File: src/rtl/register_arbiter.sv
// Two-requester arbiter in front of a shared Hack register: round-robin grants,
// optional ownership lock for read-modify-write, and a watchdog on held locks.
module register_arbiter #(
   parameter int WIDTH    = 16,
   parameter int LOCK_MAX = 15
) (
   input  logic             clk,
   input  logic             rst_n,
   input  logic             req0,
   input  logic             req1,
   input  logic             we0,
   input  logic             we1,
   input  logic             lock0,
   input  logic             lock1,
   input  logic [WIDTH-1:0] wdata0,
   input  logic [WIDTH-1:0] wdata1,
   output logic             ack0,
   output logic             ack1,
   output logic [WIDTH-1:0] rdata,
   output logic             reg_load,
   output logic [WIDTH-1:0] reg_in,
   input  logic [WIDTH-1:0] reg_out,
   output logic [1:0]       owner,
   output logic             lock_err
);

   typedef enum logic [1:0] {
      IDLE = 2'b00,
      OWN0 = 2'b01,
      OWN1 = 2'b10
   } state_t;

   localparam logic [7:0] WD_LIMIT = 8'(LOCK_MAX - 1);

   state_t           state, state_n;
   logic             last, last_n;
   logic [7:0]       wd_count, wd_n;
   logic             ack0_n, ack1_n, load_n, err_n;
   logic [WIDTH-1:0] in_n;
   logic             elig0, elig1, grant0, grant1;

   always_ff @(posedge clk or negedge rst_n) begin
      if (!rst_n) begin
         state    <= IDLE;
         last     <= 1'b1;
         wd_count <= 8'd0;
         ack0     <= 1'b0;
         ack1     <= 1'b0;
         reg_load <= 1'b0;
         reg_in   <= '0;
         lock_err <= 1'b0;
      end else begin
         state    <= state_n;
         last     <= last_n;
         wd_count <= wd_n;
         ack0     <= ack0_n;
         ack1     <= ack1_n;
         reg_load <= load_n;
         reg_in   <= in_n;
         lock_err <= err_n;
      end
   end

   // A requester whose ack is still high is ignored so a slow req drop cannot double-grant.
   always_comb begin
      state_n = state;
      last_n  = last;
      wd_n    = wd_count;
      ack0_n  = 1'b0;
      ack1_n  = 1'b0;
      load_n  = 1'b0;
      in_n    = reg_in;
      err_n   = 1'b0;

      elig0  = req0 && !ack0 && (state != OWN1);
      elig1  = req1 && !ack1 && (state != OWN0);
      grant0 = elig0 && (!elig1 || last);
      grant1 = elig1 && (!elig0 || !last);

      if (grant0) begin
         ack0_n  = 1'b1;
         last_n  = 1'b0;
         wd_n    = 8'd0;
         state_n = lock0 ? OWN0 : IDLE;
         if (we0) begin
            load_n = 1'b1;
            in_n   = wdata0;
         end
      end else if (grant1) begin
         ack1_n  = 1'b1;
         last_n  = 1'b1;
         wd_n    = 8'd0;
         state_n = lock1 ? OWN1 : IDLE;
         if (we1) begin
            load_n = 1'b1;
            in_n   = wdata1;
         end
      end else if (state == OWN0) begin
         if (!req0 && !lock0) begin
            state_n = IDLE;
         end else if (wd_count == WD_LIMIT) begin
            state_n = IDLE;
            err_n   = 1'b1;
            last_n  = 1'b0;
            wd_n    = 8'd0;
         end else begin
            wd_n = wd_count + 8'd1;
         end
      end else if (state == OWN1) begin
         if (!req1 && !lock1) begin
            state_n = IDLE;
         end else if (wd_count == WD_LIMIT) begin
            state_n = IDLE;
            err_n   = 1'b1;
            last_n  = 1'b1;
            wd_n    = 8'd0;
         end else begin
            wd_n = wd_count + 8'd1;
         end
      end
   end

   assign owner = state;
   assign rdata = reg_out;

endmodule

File: config.mk
export PLATFORM = sky130hd
export DESIGN_NAME = register_arbiter
export DESIGN_NICKNAME = d
export VERILOG_FILES = /design/src/rtl/register_arbiter.sv
export SDC_FILE = /design/constraint.sdc
export NUM_CORES = 1
export LEC_CHECK = 0
export CORE_UTILIZATION = 39
export DETAILED_ROUTE_END_ITERATION = 10
export GPL_ROUTABILITY_DRIVEN = 0
export PLACE_DENSITY = 0.81
export SLEW_MARGIN = 20
export SYNTH_ARGS = -nofsm -noshare
export SYNTH_HDL_FRONTEND = slang
export SYNTH_SLANG_ARGS = --single-unit
File: constraint.sdc
create_clock -name clk -period 2.35 [get_ports clk]
set_clock_uncertainty 0.1 [all_clocks]
set_input_delay 0.235 -clock clk [delete_from_list [all_inputs] [get_ports clk]]
set_output_delay 0.235 -clock clk [all_outputs]
set_load 0.02 [all_outputs]
==> flow_metrics.py, run 1 <==
metrics = {
    "die": {
        "rows": 23,
        "num_io_pins": 94,
        "start_util": 0.415,
        "fp.dieH_microns": 68.0,
        "fp.coreArea_sq_um": 4090,
        "dieArea_sq_um": 4620,
        "die_x_microns": 68.0,
    },
    "setup_path": {
        "crit_required_ps": 2460,
        "cpLargestDelayFamily": "simple AND/OR/NAND/NOR gates",
        "endpoint_kind": "register",
        "path_cells": "ha_1 -> nor3b_4 -> or3_4 -> or4_1 -> a21oi_1",
        "crit_arrival_ps": 2330,
        "crit_type": "reg2reg",
        "crit_slowest_cell": "or4_1",
        "critPathMaxFanout": 11,
        "start_kind": "register",
        "critical_path.max_stage_delay_ps": 530,
        "cp.buffers_inverters": 0,
    },
    "power": {
        "powerDensity_nw_per_um2": 1120,
        "comb_power_share": 0.479,
        "p_int_mw": 1.69,
        "p_leak_nw": 0.988,
        "power.switching_uw": 971,
        "ir_drop_v": 0.000505,
        "p_seq_frac": 0.318,
        "swShare": 0.365,
        "power_frac_clock": 0.203,
    },
    "timing": {
        "hold_violations": 0,
        "rsz0062_at_grt": "false",
        "period_share": 0.946,
        "worst_pin_slew_ps": 580,
        "fin_crit_ps": 2220,
        "max_freq_mhz": 450,
        "relSlewSlack": 0.610,
        "finalSetupViolCount": 0,
        "holdWs_ps": 241,
        "slew_viol_final": 0,
        "fin_tns_setup_ps": 0,
    },
    "min_path": {
        "hold_path_class": "in2async",
    },
    "clock_network": {
        "cts_tree": "done",
        "insertion_delay_ps": 290,
        "cts.hold.buffers_added": 0,
        "cts.path.max_buffers": 2,
        "cts_resized": 0,
        "clk_pin_slew_worst_paths_ps": 70,
        "cts_root_buffer": "clkbuf_8",
        "cts_made_buffers": 5,
        "post_cts_buffers": 0,
        "cts.htree.levels": 2,
        "cts_sinks": 31,
    },
    "drt": {
        "via_per_inst": 5.15,
        "ant_nets": 0,
        "drtIter0Drc": 42,
        "wire_per_inst_microns": 14.7,
        "drc": 0,
        "routed_wl_microns": 3930,
        "first_pass_iters": 4,
        "via_count": 1376,
    },
    "global_route": {
        "grt_pass1_wl_microns": 6070,
        "antenna_found_initial": 0,
        "grtUsageTotal": 0.184,
        "grt_overflow": 0,
        "grt_max_degree": 34,
        "grt_pass1_vias": 1340,
    },
    "run": {
        "drv_cap": 0,
    },
    "synth": {
        "synth-seq-cells": 31,
        "syn_inst": 165,
        "yosysSeqAreaShare": 0.458,
        "yosysMostFrequentCell": "dfrtp_1",
        "ys.flop_type": "dfrtp_1",
        "async_flop_share": 1.00,
        "synth-edff-count": 0,
        "ys_types": 40,
        "syn_area_sq_um": 1700,
        "yosysWarnings": 0,
        "synth_largest_area_cell": "dfrtp_1",
        "syn_area_per_cell_sq_um": 10.3,
        "syn-num-nets": 225,
        "synth_area_leaders": "dfrtp_1, mux2i_1, buf_4, o21ai_0, nand2_1",
        "synth_top_area_share": 0.442,
        "synthTopCellsByCount": "dfrtp_1, nand2_1, buf_4",
    },
    "layout": {
        "fillers": 354,
        "final_layout_size_suffix_gt1_frac": 0.106,
        "final_core_util": 0.584,
        "antenna_cells": 0,
        "nNetsFinal": 276,
        "syn_to_final_growth_pct": 40.6,
    },
    "placed_design": {
        "portBuffers": 61,
        "hpwlAfterDp_microns": 2970,
    },
    "run_status": {
        "status": "finished, final reports clean",
    },
}
==> metal layers <==
layer | global-route usage | up-vias | wire, microns
met1 | 0.223 | 637 | 1660
met5 | 0 | - | 0
met4 | 0.0964 | 0 | 97
met3 | 0.0600 | 9 | 279
met2 | 0.289 | 55 | 1890
li1 | - | 675 | -
==> cell type report <==
class                           instances  area [sq um]  share of cell area
Inverter                                5          18.8             0.00787
Tap cell                               50          62.6              0.0262
Multi-Input combinational cell        107           748               0.314
Clock buffer                            6          82.6              0.0346
Clock inverter                          2          35.0              0.0147
Sequential cell                        31           777               0.326
Timing Repair Buffer                   66           661               0.277
==> cells by family (layout without fill, tap and decap cells) <==
family	Yosys count	count (layout)	share of synthesized area
multiplexers	17	17	0.101
buffers and inverters	27	79	0.105
AO/OA/AOI/OAI	31	31	0.110
AND/OR/NAND/NOR	52	52	0.181
flip-flops	31	31	0.458
XOR/XNOR	3	3	0.0155
adder cells (fa/ha/maj)	4	4	0.0295
==> worst register-to-register path, stage by stage, from the launching register on <==
cell and delay [ps]:
dfrtp_1 410, ha_1 300, nor3b_4 200, or3_4 440
or4_1 530, a21oi_1 170
==> final timing paths <==
kind	from	endpoint	slack, ps	cells past startpoint
max	owner[0]	wd_count[5]	130	5
min	rst_n	ack1	240	2
max reg2reg	owner[0]	wd_count[5]	130	5
min reg2reg	reg_in[8]	reg_in[8]	380	2
max in group asynchronous	rst_n	last	1600	2
min in group clk	reg_out[10]	rdata[10]	370	0
==> flip-flops by register name (all words and copies together), names as in the netlist <==
name,count
reg_in,16
ack1,1
ack0,1
reg_load,1
wd_count,8
last,1
lock_err,1
owner,2
==> metrics by stage <==
| stage | cells | worst slack [ps] | instance area [sq um] | total power, mW |
|---|---|---|---|---|
| after CTS | 267 | 125 | 2380 | 2.69 |
| after floorplan | 165 | 113 | 1700 | 1.61 |
| after global routing | 267 | 32.4 | 2380 | 2.85 |
| after global placement | 259 | 207 | 2270 | 2.11 |
| final | 267 | 126 | 2380 | 2.66 |
| after detailed placement | 259 | 106 | 2270 | 2.15 |
==> placed cells by master, fill, tap and decap left out, types with 4 or more instances in the layout <==
cell type,instances
inv_1,5
o21ai_0,15
nor4_1,4
dfrtp_1,30
nand2_1,19
ha_1,4
mux2i_1,16
nand3_1,4
nor2_1,5
clkbuf_8,6
buf_4,4
clkdlybuf4s50_1,61
a21oi_1,6
==> power by group through the flow <==
| stage | clock network, mW | logic [mW] | registers [mW] |
|---|---|---|---|
| 2_1_floorplan | 0 | 0.567 | 1.05 |
| 3_3_place_gp | 0 | 1.26 | 0.848 |
| 3_5_place_dp | 0 | 1.29 | 0.858 |
| 4_1_cts | 0.549 | 1.29 | 0.850 |
| 5_1_grt | 0.588 | 1.39 | 0.873 |
| 6_report | 0.540 | 1.27 | 0.846 |
No activity file was read; power rests on OpenSTA's default activity.
==> run 2: changes to the inputs <==
--- a/config.mk
+++ b/config.mk
@@ -6,6 +6,7 @@
 export NUM_CORES = 1
 export LEC_CHECK = 0
 export CORE_UTILIZATION = 39
+export CTS_CLUSTER_SIZE = 10
 export DETAILED_ROUTE_END_ITERATION = 10
 export GPL_ROUTABILITY_DRIVEN = 0
 export PLACE_DENSITY = 0.81
==> results of run 2 <==
Same layout as run 1: the final DEF is identical, and so are final timing and power.
==> run 3: changes to the inputs <==
--- a/config.mk
+++ b/config.mk
@@ -5,6 +5,7 @@
 export SDC_FILE = /design/constraint.sdc
 export NUM_CORES = 1
 export LEC_CHECK = 0
+export CORE_ASPECT_RATIO = 1.2
 export CORE_UTILIZATION = 39
 export CTS_CLUSTER_SIZE = 10
 export DETAILED_ROUTE_END_ITERATION = 10
==> run 3 against run 2 <==
  * First-iteration DRC count rose by 57%
  * Largest power group unchanged
  * Global-route usage fell by 1.4 points
  * Combinational power barely moved
  * Highest routed layer unchanged
  * Register-to-register slack improved by 60 ps
  * Non-clock buffer count did not move
  * Clock-buffer cell count rose by 1
  * Sequential share of layout area rose by 0.29 points
  * Hold slack improved by 2.8 ps
  * Critical path type unchanged
==> flow_metrics.py, run 3 (same netlist as run 1, synthesis figures left out) <==
metrics = {
    "clock_network": {
        "clk_pin_slew_worst_paths_ps": 70,
        "cts_tree": "done",
        "cts_root_buffer": "clkbuf_8",
        "cts_sinks": 31,
        "cts.path.max_buffers": 2,
        "insertion_delay_ps": 280,
        "cts.htree.levels": 2,
        "cts_resized": 0,
        "cts.hold.buffers_added": 0,
        "post_cts_buffers": 0,
        "cts_made_buffers": 5,
    },
    "timing": {
        "finalSetupViolCount": 0,
        "holdWs_ps": 244,
        "max_freq_mhz": 463,
        "rsz0062_at_grt": "false",
        "worst_pin_slew_ps": 462,
        "period_share": 0.920,
        "fin_crit_ps": 2160,
        "relSlewSlack": 0.689,
        "fin_tns_setup_ps": 0,
        "slew_viol_final": 0,
        "hold_violations": 0,
    },
    "drt": {
        "via_per_inst": 4.97,
        "first_pass_iters": 3,
        "drc": 0,
        "wire_per_inst_microns": 13.0,
        "via_count": 1348,
        "routed_wl_microns": 3540,
        "drtIter0Drc": 66,
        "ant_nets": 0,
    },
    "setup_path": {
        "crit_type": "reg2reg",
        "r2r_end": "wd_count[7]",
        "critical_path.max_stage_delay_ps": 520,
        "r2r-start": "owner[1]",
        "crit_required_ps": 2460,
        "reg2regPathDepth": 7,
        "crit_slowest_cell": "or4_1",
        "critPathMaxFanout": 11,
        "cp-endpoint": "wd_count[7]",
        "crit_arrival_ps": 2270,
        "crit_cells": 7,
        "start_kind": "register",
        "path_cells": "inv_1 -> ha_2 -> nor3_1 -> buf_4 -> or3_4 -> or4_1 -> a21oi_1",
        "cpLargestDelayFamily": "simple AND/OR/NAND/NOR gates",
        "rrSetupSlack_ps": 190,
        "endpoint_kind": "register",
        "crit_start": "owner[1]",
        "cp.buffers_inverters": 2,
    },
    "layout": {
        "post-route-cell-area_sq_um": 2360,
        "final_common_cell": "clkdlybuf4s50_1",
        "largest_register_ffs": 16,
        "antenna_cells": 0,
        "final_core_util": 0.581,
        "fillers": 365,
        "regMostFlops": "reg_in",
        "syn_to_final_growth_pct": 39.3,
        "multi_input_area_sq_um": 758,
        "nNetsFinal": 276,
        "layout_common_cells": "clkdlybuf4s50_1, dfrtp_1, nand2_1",
        "final_layout_size_suffix_gt1_frac": 0.101,
        "seqCellArea_sq_um": 777,
    },
    "die": {
        "die_x_microns": 62.2,
        "rows": 25,
        "fp.dieH_microns": 74.3,
        "start_util": 0.417,
        "fp.coreArea_sq_um": 4070,
        "num_io_pins": 94,
        "dieArea_sq_um": 4620,
    },
    "power": {
        "p_leak_nw": 0.969,
        "powerDensity_nw_per_um2": 1060,
        "power.total_mw": 2.52,
        "ir_drop_v": 0.000499,
    },
    "placed_design": {
        "placed_cell_area_sq_um": 2270,
        "hpwlAfterDp_microns": 2700,
        "portBuffers": 61,
    },
    "global_route": {
        "grt_max_degree": 34,
        "grt_pass1_vias": 1380,
        "grt_pass1_wl_microns": 5900,
        "antenna_found_initial": 0,
        "grt_overflow": 0,
        "grtUsageTotal": 0.170,
    },
    "run_status": {
        "status": "finished, final reports clean",
    },
    "min_path": {
        "hold_path_class": "in2async",
    },
    "run": {
        "drv_cap": 0,
    },
}
[run 3: cell count changes in the layout (fill, tap and decap cells not counted), sizes merged]
cell / previous run / this run
clkbuf: 6 / 7
bufinv: 1 / 0
[run 3: layout make-up]
| class | count | area share |
|---|---|---|
| Inverter | 5 | 0.00794 |
| Tap cell | 54 | 0.0286 |
| Timing Repair Buffer | 66 | 0.280 |
| Sequential cell | 31 | 0.329 |
| Clock inverter | 1 | 0.00212 |
| Multi-Input combinational cell | 107 | 0.321 |
| Clock buffer | 7 | 0.0323 |
[run 3: worst min-delay path by stage]
stage                         start        end  slack, ps  depth (start not counted)
after floorplan               rst_n       ack0       -160                          0
after global placement    reg_in[1]  reg_in[1]        360                          2
after detailed placement  reg_in[4]  reg_in[4]        370                          2
after CTS                     rst_n       ack1        260                          2
after global routing          rst_n       ack1        280                          2
final                         rst_n       ack1        240                          2
[run 3: report_power, final]
group | leakage (nW) | switching [mW] | internal, mW
sequential | 0.398 | 0.115 | 0.727
combinational | 0.529 | 0.656 | 0.617
clock | 0.0422 | 0.195 | 0.207
[run 3: routing by layer]
layer / vias to the layer above / global-route usage / share of wire
met5: - / 0 / 0
met4: 0 / 0.103 / 0.026
met3: 9 / 0.0675 / 0.086
met2: 56 / 0.297 / 0.47
met1: 614 / 0.175 / 0.41
li1: 669 / - / -
[run 3: per-stage QoR]
stage	setup WS, ps	std cells
after floorplan	113	165
after CTS	97.2	271
final	189	271
after global placement	169	263
after global routing	46.8	271
after detailed placement	107	263
[run 3: worst reg2reg max path, stage by stage (launching register included)]
cell and delay (ps):
dfrtp_1 410, inv_1 70, ha_2 230, nor3_1 70
buf_4 150, or3_4 390, or4_1 520, a21oi_1 150
